**src/rtl/mem_port_arbiter_pkg.sv**
```systemverilog
// Shared types and helpers for the two-port memory arbiter.
// The parity helper accepts a zero-extended word so it works for any DATA_W up to 63.
package mem_arb_pkg;

    localparam int NUM_REQ = 2;

    typedef enum logic [2:0] {
        IDLE      = 3'd0,
        WR_STROBE = 3'd1,
        RD_STROBE = 3'd2,
        RD_WAIT   = 3'd3,
        RESP      = 3'd4
    } state_e;

    function automatic logic even_parity_ok(input logic [63:0] word);
        return ~(^word);
    endfunction

endpackage

```
**src/rtl/mem_port_arbiter_rr_arb2.sv**
```systemverilog
// Two-way round-robin grant: with both requesters valid, the one not served last wins.
module rr_arb2
    import mem_arb_pkg::*;
(
    input  logic [NUM_REQ-1:0] valid,
    input  logic               last,
    output logic               grant
);

    always_comb begin
        grant = 1'b0;
        if (valid == 2'b11) begin
            grant = ~last;
        end else if (valid[1]) begin
            grant = 1'b1;
        end
    end

endmodule

```
**src/rtl/mem_port_arbiter.sv**
```systemverilog
// Round-robin arbiter and sequencer serialising two masters onto a single
// strobe-driven parity memory; checks read parity and counts errors.
module mem_port_arbiter
    import mem_arb_pkg::*;
#(
    parameter int ADDR_W = 32,
    parameter int DATA_W = 8,
    parameter int RD_LAT = 2
) (
    input  logic                      pclk,
    input  logic                      reset_n,
    input  logic [NUM_REQ-1:0]        req_valid,
    output logic [NUM_REQ-1:0]        req_ready,
    input  logic [NUM_REQ-1:0]        req_write,
    input  logic [NUM_REQ*ADDR_W-1:0] req_addr,
    input  logic [NUM_REQ*DATA_W-1:0] req_wdata,
    output logic [NUM_REQ-1:0]        rsp_valid,
    output logic [DATA_W-1:0]         rsp_rdata,
    output logic                      rsp_perr,
    output logic                      mem_write,
    output logic                      mem_read,
    output logic [ADDR_W-1:0]         mem_address,
    output logic [DATA_W-1:0]         mem_data_in,
    input  logic [DATA_W:0]           mem_data_out,
    output logic [7:0]                perr_count
);

    localparam logic [3:0] WAIT_INIT = 4'(RD_LAT - 1);

    state_e              state_reg;
    state_e              state_next;
    logic                owner_reg;
    logic                write_reg;
    logic                last_reg;
    logic [ADDR_W-1:0]   addr_reg;
    logic [DATA_W-1:0]   wdata_reg;
    logic [3:0]          wait_cnt_reg;
    logic [DATA_W-1:0]   rdata_reg;
    logic                perr_reg;
    logic [7:0]          perr_count_reg;

    logic                grant;
    logic                accept;
    logic [ADDR_W-1:0]   addr_arr  [NUM_REQ];
    logic [DATA_W-1:0]   wdata_arr [NUM_REQ];

    rr_arb2 u_rr (
        .valid (req_valid),
        .last  (last_reg),
        .grant (grant)
    );

    // Ready is held low while reset is asserted so no master believes it was accepted.
    assign accept = (state_reg == IDLE) && reset_n && (|req_valid);

    for (genvar gi = 0; gi < NUM_REQ; gi++) begin : g_req
        assign addr_arr[gi]  = req_addr[gi*ADDR_W +: ADDR_W];
        assign wdata_arr[gi] = req_wdata[gi*DATA_W +: DATA_W];
        assign req_ready[gi] = accept && (grant == 1'(gi));
        assign rsp_valid[gi] = (state_reg == RESP) && (owner_reg == 1'(gi));
    end

    always_comb begin
        state_next = state_reg;
        case (state_reg)
            IDLE:      if (accept) state_next = req_write[grant] ? WR_STROBE : RD_STROBE;
            WR_STROBE: state_next = RESP;
            RD_STROBE: state_next = RD_WAIT;
            RD_WAIT:   if (wait_cnt_reg == 4'd0) state_next = RESP;
            RESP:      state_next = IDLE;
            default:   state_next = IDLE;
        endcase
    end

    always_ff @(posedge pclk) begin
        if (!reset_n) begin
            state_reg      <= IDLE;
            owner_reg      <= 1'b0;
            write_reg      <= 1'b0;
            last_reg       <= 1'b1;
            addr_reg       <= '0;
            wdata_reg      <= '0;
            wait_cnt_reg   <= 4'd0;
            rdata_reg      <= '0;
            perr_reg       <= 1'b0;
            perr_count_reg <= 8'd0;
        end else begin
            state_reg <= state_next;

            if (accept) begin
                owner_reg <= grant;
                write_reg <= req_write[grant];
                addr_reg  <= addr_arr[grant];
                wdata_reg <= wdata_arr[grant];
                last_reg  <= grant;
            end

            if (state_reg == RD_STROBE) begin
                wait_cnt_reg <= WAIT_INIT;
            end else if (state_reg == RD_WAIT && wait_cnt_reg != 4'd0) begin
                wait_cnt_reg <= wait_cnt_reg - 4'd1;
            end

            // The memory word is sampled exactly RD_LAT cycles after the read strobe.
            if (state_reg == RD_WAIT && wait_cnt_reg == 4'd0) begin
                rdata_reg <= mem_data_out[DATA_W-1:0];
                perr_reg  <= ~even_parity_ok(64'(mem_data_out));
            end

            if (state_reg == RESP && !write_reg && perr_reg && perr_count_reg != 8'hFF) begin
                perr_count_reg <= perr_count_reg + 8'd1;
            end
        end
    end

    assign mem_write   = (state_reg == WR_STROBE);
    assign mem_read    = (state_reg == RD_STROBE);
    assign mem_address = addr_reg;
    assign mem_data_in = wdata_reg;
    assign rsp_rdata   = (state_reg == RESP && !write_reg) ? rdata_reg : '0;
    assign rsp_perr    = (state_reg == RESP && !write_reg) ? perr_reg : 1'b0;
    assign perr_count  = perr_count_reg;

endmodule

```
**config.mk**
```make
export PLATFORM = sky130hd
export DESIGN_NAME = mem_port_arbiter
export DESIGN_NICKNAME = d
export VERILOG_FILES = /design/src/rtl/mem_port_arbiter_pkg.sv /design/src/rtl/mem_port_arbiter_rr_arb2.sv /design/src/rtl/mem_port_arbiter.sv
export SDC_FILE = /design/constraint.sdc
export NUM_CORES = 1
export LEC_CHECK = 0
export ABC_AREA = 1
export CAP_MARGIN = 10
export CELL_PAD_IN_SITES_DETAIL_PLACEMENT = 1
export CELL_PAD_IN_SITES_GLOBAL_PLACEMENT = 2
export CORE_UTILIZATION = 20
export DETAILED_ROUTE_END_ITERATION = 6
export PLACE_DENSITY = 0.82
export SYNTH_ARGS = -nofsm -noshare
export SYNTH_HDL_FRONTEND = slang
export SYNTH_SLANG_ARGS = --single-unit
```
**constraint.sdc**
```tcl
create_clock -name pclk -period 2 [get_ports pclk]
set_clock_uncertainty 0.2 [all_clocks]
set_input_delay 0.4 -clock pclk [delete_from_list [all_inputs] [get_ports pclk]]
set_output_delay 0.4 -clock pclk [all_outputs]
set_load 0.05 [all_outputs]
```
== After elaboration in Yosys (flattened, before gate mapping) ==
Index checks and enable logic that the tools add are counted.

* $add $sub $neg: 2
* Multipliers: 0
* Divide/modulo/power cells: 0
* $lt $le $gt $ge: 2
* Equality and inequality tests: 8
* Shift-type cells: 0
* Muxes and demuxes: 18
* Bitwise operators: 5
* Reductions and logical operators: 20

{| class="wikitable"
|+ Operators with widths
! operator !! number
|-
| $mux W32 || 3
|-
| $reduce_xor A64 Y1 || 1
|-
| $mux W8 || 4
|-
| $pmux W3 S4 || 1
|-
| $logic_and A1 B1 Y1 || 11
|-
| $add A8 B1 Y8 const B || 1
|-
| $ne A8 B8 Y1 const B || 1
|-
| $mux W1 || 7
|-
| $eq A3 B2 Y1 const B || 2
|-
| $mux W3 || 2
|-
| $logic_not A4 Y1 || 1
|-
| $ne A2 B2 Y1 const B || 2
|-
| $not A1 Y1 || 4
|-
| $reduce_bool A4 Y1 || 1
|-
| $reduce_or A2 Y1 || 2
|-
| $sub A4 B1 Y4 const B || 1
|-
| $eq A3 B1 Y1 const B || 1
|-
| $eq A3 B3 Y1 const B || 1
|-
| $logic_not A3 Y1 || 1
|-
| $eq A2 B2 Y1 const B || 1
|-
| $ge A2 B2 Y1 const B || 1
|-
| $lt A1 B2 Y1 const B || 1
|-
| $mux W2 || 1
|-
| $not A1 Y2 || 1
|-
| 3 further kinds || 3
|}

* Register bits: 67
* Bits in latches: 0
* Memory bits (writable): 0
* ROM bits: 0
* Input bits: 95
* Output and inout bits: 63
* Logic and storage cells: 66
* Memories: 0

== Longest topological paths before layout ==
* Word-level depth: 7
* Depth in mapped cells: 10
* Depth with buffers taken out: 10

== Cells and area by module ==
From an unflattened synthesis, not the netlist that was laid out.

* Cells, all modules: 436
* Area, all modules: 3,079.2 um^2

{| class="wikitable"
|+ By module, submodules not included
! module !! instances !! cells each !! area each (um^2) !! seq. area each (um^2)
|-
| mem_port_arbiter || 1 || 434 || 3,066.7 || 1,341.3
|-
| rr_arb2 || 1 || 2 || 12.5 || 0.0
|}

== Least setup slack after synthesis ==
No wires, ideal clock.

* Path type: reg2out
* Start point: register state_reg[0]
* End point: output req_ready[0]
* Data arrival time: 1.752 ns
* Data required time: 1.400 ns
* Slack: -0.352 ns
* Stages on the path, launching flop included: 7
* Buffers on the path: 1
* Cell sequence: dfxtp_1 -> nor2_2 -> nand2_2 -> nor3_4 -> inv_4 -> buf_6 -> nor2_1

* Cells in the longest elaborated chain, start to end: 4

{| class="wikitable"
|+ Ends and longest elaborated chain
! what !! line !! text
|-
| start, declared || mem_port_arbiter.sv:30 || <nowiki>state_e state_reg;</nowiki>
|-
| start signal, assigned || mem_port_arbiter.sv:88 || <nowiki>state_reg <= state_next;</nowiki>
|-
| $logic_not A3 Y1 || mem_port_arbiter.sv:54 || <nowiki>assign accept = (state_reg == IDLE) && reset_n && (|req_valid);</nowiki>
|-
| $logic_and A1 B1 Y1 (2 in a row) || mem_port_arbiter.sv:54 ||
|-
| $logic_and A1 B1 Y1 || mem_port_arbiter.sv:59 || <nowiki>assign req_ready[gi] = accept && (grant == 1'(gi));</nowiki>
|-
| end, declared || mem_port_arbiter.sv:13 || <nowiki>output logic [NUM_REQ-1:0] req_ready,</nowiki>
|}

Every way passes these cells.

== Worst setup path in the final report ==
* Start point: register state_reg[1]
* End point: output req_ready[1]

The elaborated chain is that of the path after synthesis.

==> flow_summary.toml <==
[outcome]
outcome = "finished, violations left"
violations = "negative setup slack"

[clocking]
cts_hold_buf = 0
cts_tree = "done"
cts.sinks = 67
htree_levels = 3
ctsLongestPathBuffers = 2
numCtsBuffers = 9
insertion_delay_ns = 0.34
cts_root_buffer = "clkbuf_16"
cts.clk_slew.worst_paths_ns = 0.05

[global_route]
track_usage = 0.139
antenna_found_initial = 1
grt_pass1_vias = 3860
grt_pass1_wl_um = 18300
gr-total-overflow = 0
grt_max_degree = 50

[min_path]
min-delay-path-class = "register to register"
whs_endpoint = "mem_address[16]$_SDFFE_PN0N_"
min_path_cells = 2
min_from = "mem_address[16]$_SDFFE_PN0N_"

[routing]
num_vias = 3756
drc = 0
drt_iter0_drc = 86
wl_per_cell_um = 12.7
drt-total-wl_um = 11400
postRouteAntennaNets = 0
drtPass1Iterations = 4
viasPerCell = 4.18

[yosys]
syn-cell-area_sq_um = 3290
synth.area.top_cells = "dfxtp_1 (41%), nand2_1 (29%), a21oi_1 (9.0%), inv_1 (4.2%), nor2_1 (3.0%)"
synth_area_per_cell_sq_um = 6.38
synth_seq_area_share = 0.408
synth.most_common_cell = "nand2_1"
yosysUniqueCellTypes = 26
ys.flop_type = "dfxtp_1"
async_flop_share = 0
ys_warn_count = 0
yosys-top-cells-count = "nand2_1 (251), dfxtp_1 (67), a21oi_1 (59), inv_1 (37), nor2_1 (26)"
synth_top_area_frac = 0.408
syn_inst = 516
synth_edf_count = 0
syn-num-nets = 613
synth_top_area_cell = "dfxtp_1"
synth-seq-cells = 67

[cells_and_area]
largest_register_ffs = 32
layout-drive-gt1-share = 0.172
fin_nets = 774
fin_area_sq_um = 5500
syn_to_final_growth_pct = 67.1
utilization = 0.344
n_fill_cell = 2000
instances_no_fill = 898

[floorplanning]
io_pins = 158
die_h_um = 130
num_rows = 46
core_area_sq_um = 16000
start_util = 0.206
die-area_sq_um = 17000
die_w_um = 130

[sta]
tightestPinTransition_ns = 0.565
fin_crit_sh = 1.03
hold_viol = 0
maxSlewHeadroom = 0.623
fmaxAchievable_mhz = 488
setup_viol = 3
fin_ws_ns = -0.0505
maxSlewViolCount = 0
fin_crit_ns = 2.05
grt_setup_unrepaired = "true"

[pwr]
p_sw_uw = 2050
p_clk_frac = 0.272
swShare = 0.392
comb_power_share = 0.411
p_int_uw = 3190
leakagePower_uw = 0.00243
power_density_nw_per_um2 = 954
p_seq_frac = 0.317
ir_drop_v = 0.000371

[placed_design]
portBuffers = 157
place_congestion = 0.767
dp_cells = 880
placed_cell_area_sq_um = 5170
dp_hpwl_um = 8610

[setup_path]
rr_endpoint = "mem_address[3]$_SDFFE_PN0N_"
reg2reg_depth = 6
cp_data_arrival_time_ns = 1.45
cp_max_fo = 4
cp-end-kind = "primary output"
crit_required_ns = 1.40
cp-start-kind = "register"
crit_type = "register to primary output"
reg2reg_from = "state_reg[1]$_SDFFE_PN0P_"
reg2reg_setup_slack_ns = 0.22

[flow_run]
maxCapViolCount = 0
## power by group through the flow
stage	Combinational [uW]	Clock, uW	Sequential (uW)
final	2160	1430	1660
after global routing	2350	1540	1690
after CTS	2190	1510	1660
after detailed placement	2110	0	1670
after global placement	2060	0	1670
after floorplan	924	0	2090
## cell usage in the layout, fill, tap and decap left out, types with 2 or more instances in the layout
| master | n |
|---|---|
| nor3_2 | 2 |
| a21oi_1 | 59 |
| xor2_1 | 4 |
| nor2_2 | 8 |
| nand4_1 | 2 |
| o21ai_1 | 2 |
| nor2_4 | 3 |
| inv_1 | 37 |
| clkdlybuf4s50_1 | 91 |
| clkinv_2 | 3 |
| dfxtp_2 | 2 |
| dlygate4sd2_1 | 2 |
| nand2_1 | 249 |
| nor2_1 | 17 |
| buf_4 | 63 |
| nor3_1 | 3 |
| xnor2_1 | 2 |
| clkbuf_16 | 9 |
| clkbuf_1 | 2 |
| buf_12 | 17 |
| o21ai_0 | 17 |
| ha_1 | 2 |
| nand2_2 | 4 |
| dfxtp_1 | 65 |
| nand3_1 | 7 |
## cell families (layout without fill, tap and decap cells)
family          count (synthesis)  in the layout  synth area share
fa+ha+maj                       2              2           0.00760
xor+xnor                        6              6            0.0160
other cells                     0              1                 0
flops                          67             67             0.408
compound gates                 81             81             0.125
simple gates                  297            297             0.356
buf+inv                        63            228            0.0878
## layer usage
| metal | wire (um) | global-route usage | vias up | part of all wire |
|---|---|---|---|---|
| met2 | 5660 | 0.245 | 98 | 0.50 |
| met1 | 4750 | 0.151 | 1722 | 0.42 |
| met5 | 0 | 0 | - | 0 |
| met4 | 209 | 0.0691 | 0 | 0.018 |
| met3 | 770 | 0.0418 | 13 | 0.068 |
| li1 | - | - | 1923 | - |
## layout make-up
class	instances	area, sq um	share of cell area
antenna	1	2.50	0.000455
clock buffer	12	246	0.0448
clock inverter	3	15.0	0.00273
inverter	39	149	0.0271
multi-input combinational	386	1720	0.312
sequential	67	1340	0.244
tap	216	270	0.0492
timing repair buffer	174	1750	0.319
## through the flow
step,setup slack (ns),TNS [ns],power [uW],hold WS [ns]
finish,-0.0505,-0.0978,5250,0.263
global route,-0.150,-1.03,5580,0.278
CTS,-0.146,-1.24,5350,0.265
detailed placement,-0.267,-9.53,3790,0.254
global placement,-0.206,-8.07,3730,0.238
floorplan,-0.132,-0.151,3010,0.230
## timing repair
action	4_1_cts	5_1_grt
endpoints found under the setup margin	11	45
pin swaps	4	3
setup buffers	3	0
resized for setup	10	7
## critical path, cell delays in order, from the launching register on
cell and delay [ns]:
dfxtp_2 0.34, nor2_4 0.15, nand2_2 0.10, nor3_4 0.17, inv_4 0.08, nor2_4 0.12, buf_12 0.15
## how the worst max path moves through the flow
stage	startpoint	endpoint	slack, ns	cells past startpoint
floorplan	state_reg[0]$_SDFFE_PN0P_	req_ready[0]	-0.13	6
global placement	req_valid[0]	req_ready[1]	-0.21	6
detailed placement	req_valid[0]	mem_address[3]$_SDFFE_PN0N_	-0.27	6
CTS	state_reg[1]$_SDFFE_PN0P_	req_ready[1]	-0.15	6
global route	state_reg[1]$_SDFFE_PN0P_	req_ready[1]	-0.15	6
finish	state_reg[1]$_SDFFE_PN0P_	req_ready[1]	-0.05	6
Note: power is estimated with default switching activity, not from simulation.
